`config.mk`:
```
export PLATFORM = sky130hd
export DESIGN_NAME = phase_freq_detector_fp_int_flat
export DESIGN_NICKNAME = d
export VERILOG_FILES = /design/src/rtl/phase_freq_detector_fp_int_pkg.sv /design/src/rtl/phase_freq_detector_fp_int_if.sv /design/src/rtl/phase_freq_detector_fp_int_lock.sv /design/src/rtl/phase_freq_detector_fp_int.sv /design/src/flat_wrapper.sv
export SDC_FILE = /design/constraint.sdc
export NUM_CORES = 1
export LEC_CHECK = 0
export ABC_CLOCK_PERIOD_IN_PS = 4900
export CORE_MARGIN = 2
export CORE_UTILIZATION = 56
export DETAILED_ROUTE_END_ITERATION = 8
export GPL_ROUTABILITY_DRIVEN = 0
export PLACE_DENSITY = 0.76
export SLEW_MARGIN = 25
export SYNTH_ARGS = -nofsm -noshare
export SYNTH_HDL_FRONTEND = slang
export SYNTH_SLANG_ARGS = --single-unit
export TNS_END_PERCENT = 1
```
`constraint.sdc`:
```
create_clock -name sys_clk -period 4.9 [get_ports sys_clk]
set_clock_uncertainty 0.1 [all_clocks]
set_input_delay 1.47 -clock sys_clk [delete_from_list [all_inputs] [get_ports sys_clk]]
set_output_delay 1.47 -clock sys_clk [all_outputs]
set_load 0.03 [all_outputs]
```
`src/rtl/phase_freq_detector_fp_int_pkg.sv`:
```
// Shared types and constants for the phase-frequency detector.
// The FSM state encoding and the saturation limits live here.
package pfd_pkg;

  typedef enum logic [1:0] {
    ST_IDLE = 2'b00,
    ST_UP   = 2'b01,
    ST_DOWN = 2'b10,
    ST_BOTH = 2'b11
  } pfd_state_e;

  localparam int PFD_WIDTH_W = 16;
  localparam int PFD_ERR_W   = 16;

  localparam logic [PFD_WIDTH_W-1:0] PFD_WIDTH_MAX = 16'hFFFF;
  localparam logic [PFD_ERR_W-1:0]   PFD_ERR_MAX   = 16'h7FFF;

  // The pulse width plus one can reach 65536, so the input is one bit wider.
  function automatic logic [PFD_ERR_W-1:0] sat_err(input logic [PFD_WIDTH_W:0] v);
    logic [PFD_ERR_W-1:0] res;
    if (v > (PFD_WIDTH_W+1)'(PFD_ERR_MAX)) begin
      res = PFD_ERR_MAX;
    end else begin
      res = v[PFD_ERR_W-1:0];
    end
    return res;
  endfunction

endpackage

```
`src/rtl/phase_freq_detector_fp_int_if.sv`:
```
// Signal bundle between the PLL model and the phase-frequency detector.
// The detector drives the up/down, phase-error and lock outputs.
interface phase_freq_detector_fp_int_if;

  logic                         input_ref_digital;
  logic                         input_fb_digital;
  logic                         output_up_digital;
  logic                         output_down_digital;
  logic [pfd_pkg::PFD_ERR_W-1:0] output_phase_err_real;
  logic                         output_lock_digital;

  modport master (
    output input_ref_digital,
    output input_fb_digital,
    input  output_up_digital,
    input  output_down_digital,
    input  output_phase_err_real,
    input  output_lock_digital
  );

  modport slave (
    input  input_ref_digital,
    input  input_fb_digital,
    output output_up_digital,
    output output_down_digital,
    output output_phase_err_real,
    output output_lock_digital
  );

endinterface

```
`src/rtl/phase_freq_detector_fp_int_lock.sv`:
```
// Lock detector: counts consecutive comparisons whose |error| fits the window.
// Only instantiated when PFD_LOCK_DETECT_EN is defined.
module pfd_lock_detector
  import pfd_pkg::*;
#(
  parameter int lock_window_param = 4,
  parameter int lock_count_param  = 16
) (
  input  logic                 i_clk,
  input  logic                 i_rst,
  input  logic                 i_cmp_strobe,
  input  logic [PFD_ERR_W-1:0] i_abs_err,
  output logic                 o_lock
);

  localparam logic [31:0] WIN     = 32'(lock_window_param);
  localparam logic [15:0] CNT_MAX = 16'(lock_count_param);

  logic [15:0] r_cnt;
  logic [15:0] w_cnt_nxt;
  logic        r_lock;
  logic        w_lock_nxt;

  // Next in-lock count and flag, updated only on a comparison.
  always_comb begin
    w_cnt_nxt  = r_cnt;
    w_lock_nxt = r_lock;
    if (i_cmp_strobe) begin
      if ({16'd0, i_abs_err} <= WIN) begin
        if (r_cnt >= CNT_MAX) begin
          w_cnt_nxt = CNT_MAX;
        end else begin
          w_cnt_nxt = r_cnt + 16'd1;
        end
        w_lock_nxt = (w_cnt_nxt >= CNT_MAX);
      end else begin
        w_cnt_nxt  = 16'd0;
        w_lock_nxt = 1'b0;
      end
    end else begin
      w_cnt_nxt  = r_cnt;
      w_lock_nxt = r_lock;
    end
  end

  // Count and flag registers.
  always_ff @(posedge i_clk or posedge i_rst) begin
    if (i_rst) begin
      r_cnt  <= 16'd0;
      r_lock <= 1'b0;
    end else begin
      r_cnt  <= w_cnt_nxt;
      r_lock <= w_lock_nxt;
    end
  end

  assign o_lock = r_lock;

endmodule

```
`src/rtl/phase_freq_detector_fp_int.sv`:
```
// Phase-frequency detector on the system clock: sampled ref/fb edge compare driving
// charge-pump up/down, a signed phase-error word, and lock (macro PFD_LOCK_DETECT_EN).
module phase_freq_detector_fp_int
  import pfd_pkg::*;
#(
  parameter int reset_delay_param = 2,
  parameter int lock_window_param = 4,
  parameter int lock_count_param  = 16
) (
  input  logic                         sys_clk,
  input  logic                         reset,
  phase_freq_detector_fp_int_if.slave  bus
);

  localparam int RD_EFF = (reset_delay_param < 1) ? 1 : reset_delay_param;
  localparam logic [PFD_WIDTH_W-1:0] DLY_LOAD = PFD_WIDTH_W'(RD_EFF - 1);

  if (lock_count_param < 1 || lock_window_param < 0) begin : g_bad_cfg
    $error("phase_freq_detector_fp_int: lock parameters out of range");
  end

  pfd_state_e             r_state;
  pfd_state_e             w_state_nxt;
  logic                   r_armed;
  logic                   r_ref_q;
  logic                   r_fb_q;
  logic                   w_ref_rise;
  logic                   w_fb_rise;
  logic                   w_both_entry;
  logic                   w_pulse_entry;
  logic [PFD_WIDTH_W-1:0] r_dly_cnt;
  logic [PFD_WIDTH_W-1:0] w_dly_nxt;
  logic [PFD_WIDTH_W-1:0] r_width;
  logic [PFD_WIDTH_W-1:0] w_width_nxt;
  logic [PFD_ERR_W-1:0]   w_mag;
  logic [PFD_ERR_W-1:0]   r_err;
  logic [PFD_ERR_W-1:0]   w_err_nxt;
  logic                   r_up;
  logic                   r_down;
  logic                   w_lock;

  // r_armed masks the first clock after reset so an input already high is not an edge.
  always_comb begin
    w_ref_rise = r_armed & bus.input_ref_digital & ~r_ref_q;
    w_fb_rise  = r_armed & bus.input_fb_digital & ~r_fb_q;
  end

  // Next state; edges are ignored while in BOTH.
  always_comb begin
    w_state_nxt   = r_state;
    w_both_entry  = 1'b0;
    w_pulse_entry = 1'b0;
    case (r_state)
      ST_IDLE: begin
        if (w_ref_rise && w_fb_rise) begin
          w_state_nxt  = ST_BOTH;
          w_both_entry = 1'b1;
        end else if (w_ref_rise) begin
          w_state_nxt   = ST_UP;
          w_pulse_entry = 1'b1;
        end else if (w_fb_rise) begin
          w_state_nxt   = ST_DOWN;
          w_pulse_entry = 1'b1;
        end else begin
          w_state_nxt = ST_IDLE;
        end
      end
      ST_UP: begin
        if (w_fb_rise) begin
          w_state_nxt  = ST_BOTH;
          w_both_entry = 1'b1;
        end else begin
          w_state_nxt = ST_UP;
        end
      end
      ST_DOWN: begin
        if (w_ref_rise) begin
          w_state_nxt  = ST_BOTH;
          w_both_entry = 1'b1;
        end else begin
          w_state_nxt = ST_DOWN;
        end
      end
      ST_BOTH: begin
        if (r_dly_cnt == '0) begin
          w_state_nxt = ST_IDLE;
        end else begin
          w_state_nxt = ST_BOTH;
        end
      end
      default: w_state_nxt = ST_IDLE;
    endcase
  end

  // Reset-delay count, pulse-width count and phase-error capture.
  always_comb begin
    w_dly_nxt   = r_dly_cnt;
    w_width_nxt = r_width;
    w_err_nxt   = r_err;
    w_mag       = sat_err({1'b0, r_width} + (PFD_WIDTH_W+1)'(1));
    if (w_both_entry) begin
      w_dly_nxt = DLY_LOAD;
    end else if (r_state == ST_BOTH && r_dly_cnt != '0) begin
      w_dly_nxt = r_dly_cnt - PFD_WIDTH_W'(1);
    end else begin
      w_dly_nxt = r_dly_cnt;
    end
    if (w_pulse_entry) begin
      w_width_nxt = '0;
    end else if ((r_state == ST_UP || r_state == ST_DOWN) && r_width != PFD_WIDTH_MAX) begin
      w_width_nxt = r_width + PFD_WIDTH_W'(1);
    end else begin
      w_width_nxt = r_width;
    end
    if (w_both_entry) begin
      case (r_state)
        ST_UP:   w_err_nxt = w_mag;
        ST_DOWN: w_err_nxt = PFD_ERR_W'(0) - w_mag;
        default: w_err_nxt = '0;
      endcase
    end else begin
      w_err_nxt = r_err;
    end
  end

  // FSM state and input history.
  always_ff @(posedge sys_clk or posedge reset) begin
    if (reset) begin
      r_state <= ST_IDLE;
      r_armed <= 1'b0;
      r_ref_q <= 1'b0;
      r_fb_q  <= 1'b0;
    end else begin
      r_state <= w_state_nxt;
      r_armed <= 1'b1;
      r_ref_q <= bus.input_ref_digital;
      r_fb_q  <= bus.input_fb_digital;
    end
  end

  // Counters and registered outputs, decoded from the next state for one-edge latency.
  always_ff @(posedge sys_clk or posedge reset) begin
    if (reset) begin
      r_dly_cnt <= '0;
      r_width   <= '0;
      r_err     <= '0;
      r_up      <= 1'b0;
      r_down    <= 1'b0;
    end else begin
      r_dly_cnt <= w_dly_nxt;
      r_width   <= w_width_nxt;
      r_err     <= w_err_nxt;
      r_up      <= (w_state_nxt == ST_UP) || (w_state_nxt == ST_BOTH);
      r_down    <= (w_state_nxt == ST_DOWN) || (w_state_nxt == ST_BOTH);
    end
  end

`ifdef PFD_LOCK_DETECT_EN
  logic [PFD_ERR_W-1:0] w_abs_err;
  assign w_abs_err = (r_state == ST_UP || r_state == ST_DOWN) ? w_mag : '0;

  pfd_lock_detector #(
    .lock_window_param(lock_window_param),
    .lock_count_param (lock_count_param)
  ) u_lock (
    .i_clk       (sys_clk),
    .i_rst       (reset),
    .i_cmp_strobe(w_both_entry),
    .i_abs_err   (w_abs_err),
    .o_lock      (w_lock)
  );
`else
  assign w_lock = 1'b0;
`endif

  assign bus.output_up_digital     = r_up;
  assign bus.output_down_digital   = r_down;
  assign bus.output_phase_err_real = r_err;
  assign bus.output_lock_digital   = w_lock;

endmodule

```
`src/flat_wrapper.sv`:
```
// flat-port wrapper written by rule: the top's interface ports become plain ports
module phase_freq_detector_fp_int_flat import pfd_pkg::*;
#(
  parameter int reset_delay_param = 2,
  parameter int lock_window_param = 4,
  parameter int lock_count_param  = 16
)
  (sys_clk, reset, bus_input_ref_digital, bus_input_fb_digital, bus_output_up_digital, bus_output_down_digital, bus_output_phase_err_real, bus_output_lock_digital);
  phase_freq_detector_fp_int_if bus_i ();
  input  logic sys_clk;
  input  logic reset;
  input wire logic [$bits(bus_i.input_ref_digital)-1:0] bus_input_ref_digital;
  input wire logic [$bits(bus_i.input_fb_digital)-1:0] bus_input_fb_digital;
  output wire logic [$bits(bus_i.output_up_digital)-1:0] bus_output_up_digital;
  output wire logic [$bits(bus_i.output_down_digital)-1:0] bus_output_down_digital;
  output wire logic [$bits(bus_i.output_phase_err_real)-1:0] bus_output_phase_err_real;
  output wire logic [$bits(bus_i.output_lock_digital)-1:0] bus_output_lock_digital;
  assign bus_i.input_ref_digital = bus_input_ref_digital;
  assign bus_i.input_fb_digital = bus_input_fb_digital;
  assign bus_output_up_digital = bus_i.output_up_digital;
  assign bus_output_down_digital = bus_i.output_down_digital;
  assign bus_output_phase_err_real = bus_i.output_phase_err_real;
  assign bus_output_lock_digital = bus_i.output_lock_digital;
  phase_freq_detector_fp_int #(.reset_delay_param(reset_delay_param), .lock_window_param(lock_window_param), .lock_count_param(lock_count_param)) u_core (.sys_clk(sys_clk), .reset(reset), .bus(bus_i));
endmodule
```
# [Word level (Yosys, flattened, before mapping)]
# Cells that the tools add are included.
[totals] output_inout_bits=19 in_bits=4 mem_bits_ro=0 memories=0 latchBits=0 reg_bits=55 mem_bits_rw=0 wordCells=58
[op_classes] mux=20 add_sub_neg=4 n_shift=0 n_bitwise=6 mul=0 div_mod_pow=0 magnitude_cmp=1 reduce_logical=11 n_eq_ne=7
[ops] cell="2-to-1 mux 16 bit" count=5
[ops] cell="case mux 16 bit (2 select lines)" count=1
[ops] cell="adder 16 x 1 -> 17 bit (second input constant)" count=1
[ops] cell="greater-than comparator 17 x 15 -> 1 bit (second input constant)" count=1
[ops] cell="adder 16 x 1 -> 16 bit (second input constant)" count=1
[ops] cell="zero test 16 bit" count=1
[ops] cell="!= test 16 bit (second input constant)" count=1
[ops] cell="nonzero test 16 bit" count=1
[ops] cell="subtractor 1 x 16 -> 16 bit (first input constant)" count=1
[ops] cell="subtractor 16 x 1 -> 16 bit (second input constant)" count=1
[ops] cell="2-to-1 mux 2 bit" count=5
[ops] cell="equality test 2 bit (second input constant)" count=4
[ops] cell="case mux 2 bit (4 select lines)" count=1
[ops] cell="2-to-1 mux 1 bit" count=7
[ops] cell="AND 1 bit" count=4
[ops] cell="equality test 2 x 1 -> 1 bit (second input constant)" count=2
[ops] cell="nonzero test 2 bit" count=2
[ops] cell="logical AND 1 bit" count=3
[ops] cell="logical OR 1 bit" count=3
[ops] cell="case mux 1 bit (3 select lines)" count=1
[ops] cell="zero test 2 bit" count=1
[ops] cell="NOT 1 bit" count=2

# [Longest topological paths before layout]
# Gate-level depths: netlist of the first run.
[logic_depth] word_depth=8 ltp_mapped=15 ltp_nobuf=14

# [Least setup slack after synthesis of the first run]
# OpenSTA, ideal clock, no wires.
[synth_path] path_type="input to register" from="in bus_input_ref_digital" to="reg u_core.r_err[13] (netlist: u_core.bus.output_phase_err_real[13])" path_buffers=2 required_ps=4674 t_arrival_ps=3165 stages=9 path_slack_ps=1509 setup_ps=126 path_cell_list="and3b_1 -> clkbuf_1 -> ha_1 -> a21oi_1 -> a21oi_1 -> and3_1 -> clkbuf_1 -> a21o_1 -> a221o_1"
[synth_via] elab_chain_len=5
[synth_lines] item="start: declaration" line="flat_wrapper.sv:12" source="input wire logic [$bits(bus_i.input_ref_digital)-1:0] bus_input_ref_digital;"
[synth_lines] item="AND 1 bit (*) (2 in series)" line="phase_freq_detector_fp_int.sv:44" source="w_ref_rise = r_armed & bus.input_ref_digital & ~r_ref_q;"
[synth_lines] item="logical AND 1 bit" line="phase_freq_detector_fp_int.sv:55" source="if (w_ref_rise && w_fb_rise) begin"
[synth_lines] item="2-to-1 mux 1 bit" line="phase_freq_detector_fp_int.sv:55"
[synth_lines] item="case mux 1 bit (3 select lines) (*)" line="phase_freq_detector_fp_int.sv:53" source="case (r_state)"
[synth_lines] item="end signal: assignment" line="phase_freq_detector_fp_int.sv:152" source="r_err <= w_err_nxt;"
[synth_lines] item="end: declaration" line="phase_freq_detector_fp_int.sv:36" source="logic [PFD_ERR_W-1:0] r_err;"
# Every way passes the cells marked *; elsewhere a longest branch is shown, timed or not.
# A chain may end at the register's enable or synchronous reset.

# [Worst setup path after layout of the first run]
[layout_path] from="reg u_core.r_width[1]" to="reg u_core.r_err[12] (netlist: u_core.bus.output_phase_err_real[12])"
[layout_via] elab_chain_len=5
[layout_lines] item="start: declaration" line="phase_freq_detector_fp_int.sv:33" source="logic [PFD_WIDTH_W-1:0] r_width;"
[layout_lines] item="start signal: assignment" line="phase_freq_detector_fp_int.sv:151" source="r_width <= w_width_nxt;"
[layout_lines] item="adder 16 x 1 -> 17 bit (*)" line="phase_freq_detector_fp_int.sv:100" source="w_mag = sat_err({1'b0, r_width} + (PFD_WIDTH_W+1)'(1));"
[layout_lines] item="greater-than comparator 17 x 15 -> 1 bit" line="phase_freq_detector_fp_int_pkg.sv:21" source="if (v > (PFD_WIDTH_W+1)'(PFD_ERR_MAX)) begin"
[layout_lines] item="2-to-1 mux 16 bit (*)" line="phase_freq_detector_fp_int_pkg.sv:21"
[layout_lines] item="subtractor 1 x 16 -> 16 bit" line="phase_freq_detector_fp_int.sv:118" source="ST_DOWN: w_err_nxt = PFD_ERR_W'(0) - w_mag;"
[layout_lines] item="case mux 16 bit (2 select lines) (*)" line="phase_freq_detector_fp_int.sv:116" source="case (r_state)"
# Marked as above.

==> results of run 1 <==
kinds of logic after synthesis:
logic type / synth area share (%)
AO/OA/AOI/OAI: 16.8
XOR/XNOR: 10.4
adder cells (fa/ha/maj): 3.44
buffers and inverters: 5.34
flip-flops: 37.2
multiplexers: 1.17
other: 0.207
AND/OR/NAND/NOR: 25.5
layout make-up:
cell class / count / area share, %
Clock buffer: 5 / 1.76
Clock inverter: 3 / 0.671
Inverter: 13 / 1.31
Multi-Input combinational cell: 317 / 53.4
Sequential cell: 54 / 34.5
Tap cell: 77 / 2.46
Timing Repair Buffer: 24 / 5.94
per-stage QoR:
stage	hold slack, ps	instance area (um^2)	setup WS (ps)
3_5_place_dp	380	3820	901
2_1_floorplan	368	3630	1510
4_1_cts	408	3920	876
6_report	401	3920	843
3_3_place_gp	376	3820	1070
5_1_grt	439	3920	624
flip-flops by register name, summed over array words and instances (netlist names):
register / flops
u_core.r_fb_q: 1
u_core.r_ref_q: 1
u_core.bus.output_down_digital: 1
u_core.r_dly_cnt: 16
u_core.bus.output_phase_err_real: 16
u_core.r_armed: 1
u_core.r_width: 16
u_core.r_state: 2
worst max path at each step:
| stage | startpoint | end | slack, ps | depth (start not counted) |
|---|---|---|---|---|
| finish | u_core.r_width[1] | u_core.bus.output_phase_err_real[12] | 840 | 14 |
| global placement | u_core.r_width[0] | u_core.bus.output_phase_err_real[12] | 1070 | 14 |
| floorplan | bus_input_ref_digital | u_core.bus.output_phase_err_real[13] | 1510 | 9 |
| global route | u_core.r_width[1] | u_core.bus.output_phase_err_real[12] | 620 | 14 |
| CTS | u_core.r_width[1] | u_core.bus.output_phase_err_real[12] | 880 | 14 |
| detailed placement | u_core.r_width[1] | u_core.bus.output_phase_err_real[12] | 900 | 14 |
cells in the final DEF, fill, tap and decap left out, drive strengths merged, types with 3 or more instances in the layout:
master | synthesis | routed
clkbuf | 10 | 5
o31ai | 3 | 3
a21oi | 19 | 19
or3 | 4 | 4
nor2 | 54 | 54
nand4 | 9 | 9
xnor2 | 23 | 23
inv | 13 | 15
nand3 | 15 | 15
and3 | 8 | 8
or2 | 4 | 4
a2111oi | 3 | 3
and4 | 4 | 4
dfrtp | 54 | 54
nor4 | 6 | 6
a31oi | 3 | 3
a211oi | 7 | 7
o22ai | 4 | 4
buf | 17 | 3
ha | 10 | 10
nand2 | 40 | 40
nor2b | 6 | 6
nor3 | 11 | 11
o21ai | 17 | 17
and2 | 4 | 4
a22oi | 5 | 5
o311ai | 3 | 3
xor2 | 20 | 20
clkdlybuf4s50 | 0 | 21
tightest hold or removal path, delay by kind of cell (launching register included):
kind,cells,cell delay [ps]
compound gates,1,60
flops,1,350
simple gates,1,50
power groups by stage:
stage	Combinational [mW]	Clock [mW]	Sequential [mW]
after global routing	1.29	0.295	0.834
after floorplan	0.863	0	0.816
after CTS	1.17	0.275	0.806
after detailed placement	1.16	0	0.813
after global placement	1.15	0	0.803
final	1.17	0.268	0.808
per-layer routing:
metal | GRT usage [%] | wire, um
met3 | 3.15 | 334
met4 | 5.77 | 102
met5 | 0 | 0
met1 | 33.3 | 3710
met2 | 35.9 | 3620
==> results by group, run 1 <==
Status
  – Status: completed

Flow run
  – Max cap viols: 0

Worst setup path
  – Critical path buffers and inverters: 0
  – R2R setup slack: 840 ps
  – Critical-path maximum fanout: 10
  – Worst-path cell chain: ha_1 -> nand4_2 -> nor2_2 -> xor2_1 -> o21ai_1 -> a211oi_4 -> nor3_1 -> ha_1 -> nor2b_1 -> a32o_1 -> o2111ai_1 -> a211oi_1 -> mux2_2 -> a31oi_2
  – CP top delay family: compound AO/OA/AOI/OAI gates
  – FF-to-FF Start: u_core.r_width[1]
  – Capture point of the worst reg-to-reg path: u_core.bus.output_phase_err_real[12]
  – CP endpoint kind: flip-flop
  – Worst path required time: 5050 ps
  – Cell mode on critical path: ha_1
  – Cells on worst reg2reg path: 14
  – Worst path max stage delay: 520 ps
  – Arrival time at the worst endpoint: 4210 ps
  – Slowest CP cell: dfrtp_1
  – Critical path type: reg -> reg
  – Startpoint Class: flip-flop

CTS
  – H-tree lvl count: 2
  – Resized cells post-CTS: 0
  – CTS Buffer Depth: 2
  – Hold Buf Count CTS: 0
  – Clk pin slew, worst setup/hold paths: 110 ps
  – Clock latency on the worst-skew pair: 330 ps
  – Num CTS Buffers: 5
  – # Post-CTS Setup Buffers: 0
  – CTS root buf: clkbuf_8
  – CTS tree: yes
  – Sink Count: 54

Layout
  – FF+latch area: 1350 um^2
  – Fillers: 548
  – Multi-input logic area: 2090 um^2
  – Final nets: 429
  – Final Non-Filler Cells: 493
  – Area growth syn-to-layout: 7.75%
  – Final core utilization: 62.0%
  – N_diodes: 0
  – Share of cells above drive strength 1: 7.45%

Pwr
  – Pwr dens: 574 nW/um^2
  – Clock network power share: 12.0%
  – Sw Share: 46.9%
  – Tot Pwr: 2.25 mW
  – Sw power: 1.05 mW
  – Max VDD drop: 0.000340 V
  – Leak pwr: 1.68 nW
  – Pint: 1.19 mW
  – Share of power burned in registers: 36.0%
  – Comb power frac: 52.1%

Floorplan
  – Initial core utilization: 57.6%
  – Core Rows: 29
  – Height of the die: 84.6 um
  – Die width: 84.6 um
  – Area of the die: 7150 um^2
  – IO Pins: 23
  – Core Box Area: 6310 um^2

Place
  – DP Cell Count: 485
  – Final HPWL DP: 5.70 mm
  – Port bufs: 21

Synth
  – Synth Warn #: 0
  – Asr flop ratio synth: 100%
  – Post-synthesis cell area: 3630 um^2
  – Area leader, netlist: dfrtp_1
  – Syn Inst Count: 411
  – List of most frequent post-synthesis cells: 54 x dfrtp_1, 51 x nor2_1, 40 x nand2_1, 23 x xnor2_1, 20 x xor2_1
  – Count leader, synth: dfrtp_1
  – Sequential area share after synthesis: 37.2%
  – Post-synth EDFFs: 0
  – Primary FF master, synth: dfrtp_1
  – Post-Syn Nets: 425
  – Library cells used by synthesis: 71
  – Yosys top cell area share: 37.2%
  – FF+latch count, synth: 54
  – Largest cells by area after synthesis: dfrtp_1 37%, xnor2_1 5.5%, nor2_1 5.3%
  – Syn_area_per_cell: 8.84 um^2

Global routing
  – Vias in the first global route: 2738
  – Gr ovfl total: 0
  – Initial antenna violation count: 0
  – Pin count of the biggest net entering global routing: 55
  – All-Layer GR Usage: 22.8%
  – First-pass GRT wire length: 13.4 mm

STA
  – Fmax: 246 MHz
  – Worst Tran Pin Value: 854 ps
  – Final setup fails: 0
  – RSZ-0062 raised after global routing: false
  – Slew HR: 42.8%
  – Tmin final: 4060 ps
  – Setup TNS: 0 ps
  – Final hold viol count: 0
  – Max-slew violations: 0
  – Final period utilization: 82.8%

Drt
  – DR vias: 2941
  – Overall routed net length: 7.77 mm
  – Antenna Violating Nets Remaining: 0
  – Iter 0 DRT Violations: 202
  – WL per Instance: 15.8 um
  – Vias per Instance: 5.97
  – Pre-antenna DRT Iters: 5
  – DRC: 0

Min path
  – Hold Crit Endpoint: u_core.bus.output_phase_err_real[9]
  – Hold Path Stages: 2
  – Hold crit path type: reg -> reg
  – Hold Startpoint: u_core.bus.output_phase_err_real[9]
Power figures use the tool's default switching activity.
==> run 2, diff against run 1 <==
--- a/config.mk
+++ b/config.mk
@@ -5,7 +5,7 @@
 export SDC_FILE = /design/constraint.sdc
 export NUM_CORES = 1
 export LEC_CHECK = 0
-export ABC_CLOCK_PERIOD_IN_PS = 4900
+export ABC_CLOCK_PERIOD_IN_PS = 3800
 export CORE_MARGIN = 2
 export CORE_UTILIZATION = 56
 export DETAILED_ROUTE_END_ITERATION = 8
==> constraint.sdc (replaced) <==
create_clock -name sys_clk -period 3.8 [get_ports sys_clk]
set_clock_uncertainty 0.1 [all_clocks]
set_input_delay 1.14 -clock sys_clk [delete_from_list [all_inputs] [get_ports sys_clk]]
set_output_delay 1.14 -clock sys_clk [all_outputs]
set_load 0.03 [all_outputs]
==> run 2 against run 1 <==
Combinational power is 38% higher. Final cell count is 2.0% higher. Hold slack better by 2.2 ps. Sequential share of layout area is 0.76 points lower. Sequential power is 24% higher. Die area stayed put. Non-clock buffer count is 10 higher. Critical path type unchanged. Critical endpoint unchanged. Largest power group unchanged.
==> results by group, run 2 (same netlist as run 1, synthesis figures left out) <==
STA
  – Hold WS: 403 ps
  – Worst Tran Pin Value: 857 ps
  – Final setup fails: 0
  – Slew HR: 42.6%
  – Final period utilization: 93.2%
  – Final WS setup: 257 ps
  – Final hold viol count: 0
  – RSZ-0062 raised after global routing: false
  – Setup TNS: 0 ps
  – Tmin final: 3540 ps
  – Fmax: 282 MHz
  – Max-slew violations: 0

Floorplan
  – Core Box Area: 6310 um^2
  – Core Rows: 29
  – Height of the die: 84.6 um
  – Die width: 84.6 um
  – IO Pins: 23
  – Initial core utilization: 57.6%
  – Area of the die: 7150 um^2

Layout
  – Final Non-Filler Cells: 503
  – N_diodes: 0
  – Area growth syn-to-layout: 10.5%
  – Multi-input logic area: 2090 um^2
  – Commonest non-fill, non-tap cell in the layout: dfrtp_1
  – Fillers: 527
  – FF+latch area: 1360 um^2
  – Share of cells above drive strength 1: 10.8%
  – Most frequent cells in the layout: 51 x dfrtp_1, 50 x nor2_1, 40 x nand2_1
  – Final nets: 439

Worst setup path
  – FF-to-FF Start: u_core.r_width[9]
  – CP top delay family: simple AND/OR/NAND/NOR gates
  – CP Launch Point: u_core.r_width[9]
  – R2R setup slack: 260 ps
  – Worst path max stage delay: 510 ps
  – Critical path buffers and inverters: 0
  – Critical path type: reg -> reg
  – Worst-path cell chain: and3_1 -> nand4_1 -> nand2b_4 -> or3b_4 -> a211oi_4 -> nor3_1 -> ha_1 -> nor2b_1 -> a32o_1 -> o2111ai_1 -> a211oi_1 -> mux2_2 -> a31oi_2
  – Startpoint Class: flip-flop
  – Slowest CP cell: dfrtp_1
  – Worst path required time: 3950 ps
  – Critical-path maximum fanout: 9
  – CP endpoint kind: flip-flop
  – Arrival time at the worst endpoint: 3690 ps

Status
  – Status: completed

Drt
  – Antenna Violating Nets Remaining: 0
  – Overall routed net length: 8.09 mm
  – DRC: 0
  – Iter 0 DRT Violations: 260
  – Vias per Instance: 6.12
  – DR vias: 3078
  – WL per Instance: 16.1 um
  – Pre-antenna DRT Iters: 5

Place
  – Port bufs: 21
  – DP Cell Count: 495
  – Final HPWL DP: 6.03 mm
  – Pre-CTS setup slack: 212 ps

CTS
  – Num CTS Buffers: 5
  – # Post-CTS Setup Buffers: 0
  – CTS root buf: clkbuf_8
  – Hold Buf Count CTS: 0
  – CTS Buffer Depth: 2
  – CTS tree: yes
  – Clock latency on the worst-skew pair: 320 ps
  – Clk pin slew, worst setup/hold paths: 110 ps
  – H-tree lvl count: 2
  – Sink Count: 54

Global routing
  – All-Layer GR Usage: 23.4%
  – Initial antenna violation count: 0
  – Gr ovfl total: 0
  – Pin count of the biggest net entering global routing: 30
  – First-pass GRT wire length: 13.6 mm
  – Vias in the first global route: 2755

Min path
  – Hold crit path type: reg -> reg
  – Hold Startpoint: u_core.bus.output_phase_err_real[0]

Pwr
  – Pwr dens: 740 nW/um^2
  – Tot Pwr: 2.97 mW
  – Leak pwr: 1.74 nW
  – Max VDD drop: 0.000430 V

Flow run
  – Max cap viols: 0
## run 2: layout make-up
cell class                 instances  share of cell area (%)
clock inverter                     2                   0.436
inverter                          13                    1.22
tap                               77                    2.40
clock buffer                       6                    2.06
multi-input combinational        317                    52.2
sequential                        54                    33.7
timing repair buffer              34                    7.98
## run 2: layer usage
layer	global-route usage [%]	up-vias	wire (um)
met5	0	-	0
met4	5.92	0	107
met3	3.64	19	421
met2	37.4	115	3800
met1	33.5	1476	3760
li1	-	1468	-
## run 2: final timing paths
check	to	depth (start not counted)
setup / recovery	u_core.bus.output_phase_err_real[12]	13
hold / removal	u_core.bus.output_phase_err_real[0]	2
setup reg to reg	u_core.bus.output_phase_err_real[12]	13
hold reg to reg	u_core.bus.output_phase_err_real[0]	2
max in group asynchronous	u_core.r_width[5]	3
min in group asynchronous	u_core.r_dly_cnt[1]	2
## run 2: tightest hold or removal path, delay by kind of cell, from the launching register on
kind | cells | cell delay [ps]
compound gates | 1 | 60
simple gates | 1 | 50
flops | 1 | 360
## run 2: metrics by stage
step	area (um^2)	utilization [%]
after global routing	4020	63.6
after detailed placement	3910	61.9
after CTS	4010	63.5
after global placement	3910	61.9
final	4020	63.6
after floorplan	3630	-
## run 2: power breakdown
| part | leakage [nW] | internal (mW) | switching, mW |
|---|---|---|---|
| Sequential | 0.696 | 0.779 | 0.223 |
| Clock | 0.0514 | 0.151 | 0.203 |
| Combinational | 0.989 | 0.671 | 0.944 |
| Total | 1.74 | 1.60 | 1.37 |
## run 2: timing repair
item,in CTS,in global routing
gates resized for setup,0,5
setup endpoints to repair,0,1
endpoints found under the hold margin,0,0
==> run 3, diff against run 2 <==
--- a/config.mk
+++ b/config.mk
@@ -8,9 +8,12 @@
 export ABC_CLOCK_PERIOD_IN_PS = 3800
 export CORE_MARGIN = 2
 export CORE_UTILIZATION = 56
+export CTS_BUF_LIST = sky130_fd_sc_hd__clkbuf_4 sky130_fd_sc_hd__clkbuf_8
 export DETAILED_ROUTE_END_ITERATION = 8
 export GPL_ROUTABILITY_DRIVEN = 0
+export GPL_TIMING_DRIVEN = 0
 export PLACE_DENSITY = 0.76
+export SKIP_CTS_REPAIR_TIMING = 1
 export SLEW_MARGIN = 25
 export SYNTH_ARGS = -nofsm -noshare
 export SYNTH_HDL_FRONTEND = slang
==> run 3 against run 2 <==
Total power up 5.6%. Routed wire length increased by 5.5%. Fmax down 3.7%. Hold slack got worse by 10 ps. Core utilization increased by 2.7 points. Sequential power fell by 6%. Setup slack worse by 140 ps. Critical path type unchanged. Critical endpoint unchanged.
==> results by group, run 3 (same netlist as run 1, synthesis figures left out) <==
Drt
  – Antenna Violating Nets Remaining: 0
  – DRC: 0
  – Pre-antenna DRT Iters: 5
  – WL per Instance: 16.3 um
  – Iter 0 DRT Violations: 260
  – DR vias: 3121
  – Vias per Instance: 5.98
  – Overall routed net length: 8.53 mm

Place
  – Final HPWL DP: 6.04 mm
  – Port bufs: 21
  – Placed Area: 3940 um^2

Layout
  – Cell area after layout: 4190 um^2
  – Commonest non-fill, non-tap cell in the layout: dfrtp_1
  – Share of cells above drive strength 1: 14.2%
  – Most frequent cells in the layout: 54 x dfrtp_1, 51 x nor2_1, 40 x nand2_1
  – Final nets: 458
  – N_diodes: 0
  – Area growth syn-to-layout: 15.2%

Min path
  – Hold Startpoint: u_core.bus.output_phase_err_real[0]
  – Hold crit path type: reg -> reg
  – Hold Crit Endpoint: u_core.bus.output_phase_err_real[0]
  – Hold Path Stages: 2

Pwr
  – Sw power: 1.44 mW
  – Sw Share: 46.0%
  – Pint: 1.69 mW
  – Clock network power share: 13.3%
  – Comb power frac: 56.9%
  – Leak pwr: 1.82 nW
  – Share of power burned in registers: 29.8%
  – Max VDD drop: 0.000426 V
  – Tot Pwr: 3.14 mW
  – Pwr dens: 749 nW/um^2

CTS
  – CTS root buf: clkbuf_8
  – Sink Count: 54
  – Clk pin slew, worst setup/hold paths: 110 ps
  – Num CTS Buffers: 5
  – Clock latency on the worst-skew pair: 320 ps
  – H-tree lvl count: 2
  – CTS tree: yes
  – CTS Buffer Depth: 2

Worst setup path
  – R2R setup slack: 120 ps
  – CP top delay family: compound AO/OA/AOI/OAI gates
  – FF-to-FF Start: u_core.r_width[1]
  – Worst path required time: 3950 ps
  – Cells on worst reg2reg path: 16
  – Startpoint Class: flip-flop
  – Slowest CP cell: dfrtp_1
  – Worst path max stage delay: 410 ps
  – Critical path type: reg -> reg
  – Critical-path maximum fanout: 9
  – Arrival time at the worst endpoint: 3820 ps
  – Capture point of the worst reg-to-reg path: u_core.bus.output_phase_err_real[12]
  – Worst-path cell chain: ha_1 -> clkbuf_4 -> inv_1 -> a211o_1 -> o21a_1 -> o21ai_2 -> a211oi_4 -> buf_4 -> nor3_4 -> ha_2 -> nor2b_1 -> a32o_2 -> o2111ai_4 -> a211oi_2 -> mux2_2 -> a31oi_2
  – Critical path buffers and inverters: 3
  – CP endpoint kind: flip-flop

Global routing
  – First-pass GRT wire length: 14.2 mm
  – All-Layer GR Usage: 24.3%
  – Vias in the first global route: 2976
  – GRT met3 Usage: 3.54%
  – Top Usage Layer GRT: met2
  – Pin count of the biggest net entering global routing: 55
  – GR Util met1: 35.5%
  – Grt met2 use: 38.2%
  – Initial antenna violation count: 0
  – Gr ovfl total: 0

Floorplan
  – Height of the die: 84.6 um
  – Area of the die: 7150 um^2
  – Die width: 84.6 um
  – Core Rows: 29
  – IO Pins: 23
  – Core Box Area: 6310 um^2
  – Initial core utilization: 57.6%

STA
  – Slew HR: 48.5%
  – Fmax: 272 MHz
  – Final period utilization: 96.8%
  – Tmin final: 3680 ps
  – Final hold viol count: 0
  – Max-slew violations: 0
  – Final setup fails: 0
  – Worst Tran Pin Value: 768 ps

Flow run
  – Max cap viols: 0

Status
  – Status: completed
-- run 3: layout make-up --
type | instances | area, um^2
Clock buffer | 5 | 68.8
Clock inverter | 3 | 48.8
Tap cell | 77 | 96.3
Multi-Input combinational cell | 317 | 2170
Buffer | 27 | 151
Timing Repair Buffer | 26 | 248
Fill cell | 501 | 2130
Sequential cell | 54 | 1350
Inverter | 13 | 51.3
-- run 3: worst reg2reg max path, stage by stage, from the launching register on --
cell       delay (ps)
dfrtp_1           410
ha_1              160
clkbuf_4          180
inv_1              90
a211o_1           280
o21a_1            190
o21ai_2           190
a211oi_4           80
buf_4             170
nor3_4            180
ha_2              270
nor2b_1           140
a32o_2            210
o2111ai_4         170
a211oi_2          260
mux2_2            370
a31oi_2           150
-- run 3: per-stage QoR --
step           setup TNS, ps  utilization [%]  worst slack [ps]  hold WS, ps  instances
2_1_floorplan              0                -               415          368        411
5_1_grt                -26.7             66.3             -26.7          430        522
4_1_cts                 -491             64.3              -299          402        517
6_report                   0             66.3               122          393        522
3_5_place_dp            -649             62.5              -258          379        509
3_3_place_gp            -452             62.4              -247          370        509
-- run 3: per-layer routing --
layer / share of wire, % / wire length, um / up-vias
li1: - / - / 1506
met1: 49 / 4160 / 1532
met2: 46 / 3950 / 74
met3: 3.9 / 333 / 9
met4: 1.1 / 91 / 0
met5: 0 / 0 / -
-- run 3: worst max path at each step --
stage,startpoint,to,slack (ps),depth (start not counted)
3_3_place_gp,u_core.r_width[1],u_core.bus.output_phase_err_real[12],-250,15
2_1_floorplan,u_core.r_width[1],u_core.bus.output_phase_err_real[12],420,15
5_1_grt,u_core.r_width[13],u_core.bus.output_phase_err_real[12],-30,14
3_5_place_dp,u_core.r_width[1],u_core.bus.output_phase_err_real[12],-260,15
6_report,u_core.r_width[1],u_core.bus.output_phase_err_real[12],120,16
4_1_cts,u_core.r_width[1],u_core.bus.output_phase_err_real[12],-300,15
-- run 3: power by group through the flow --
stage,combinational (mW),clock (mW),sequential (mW)
after global routing,1.96,0.440,0.966
final,1.78,0.416,0.936
after global placement,1.64,0,0.932
after detailed placement,1.67,0,0.943
after CTS,1.69,0.418,0.933
after floorplan,1.11,0,1.05
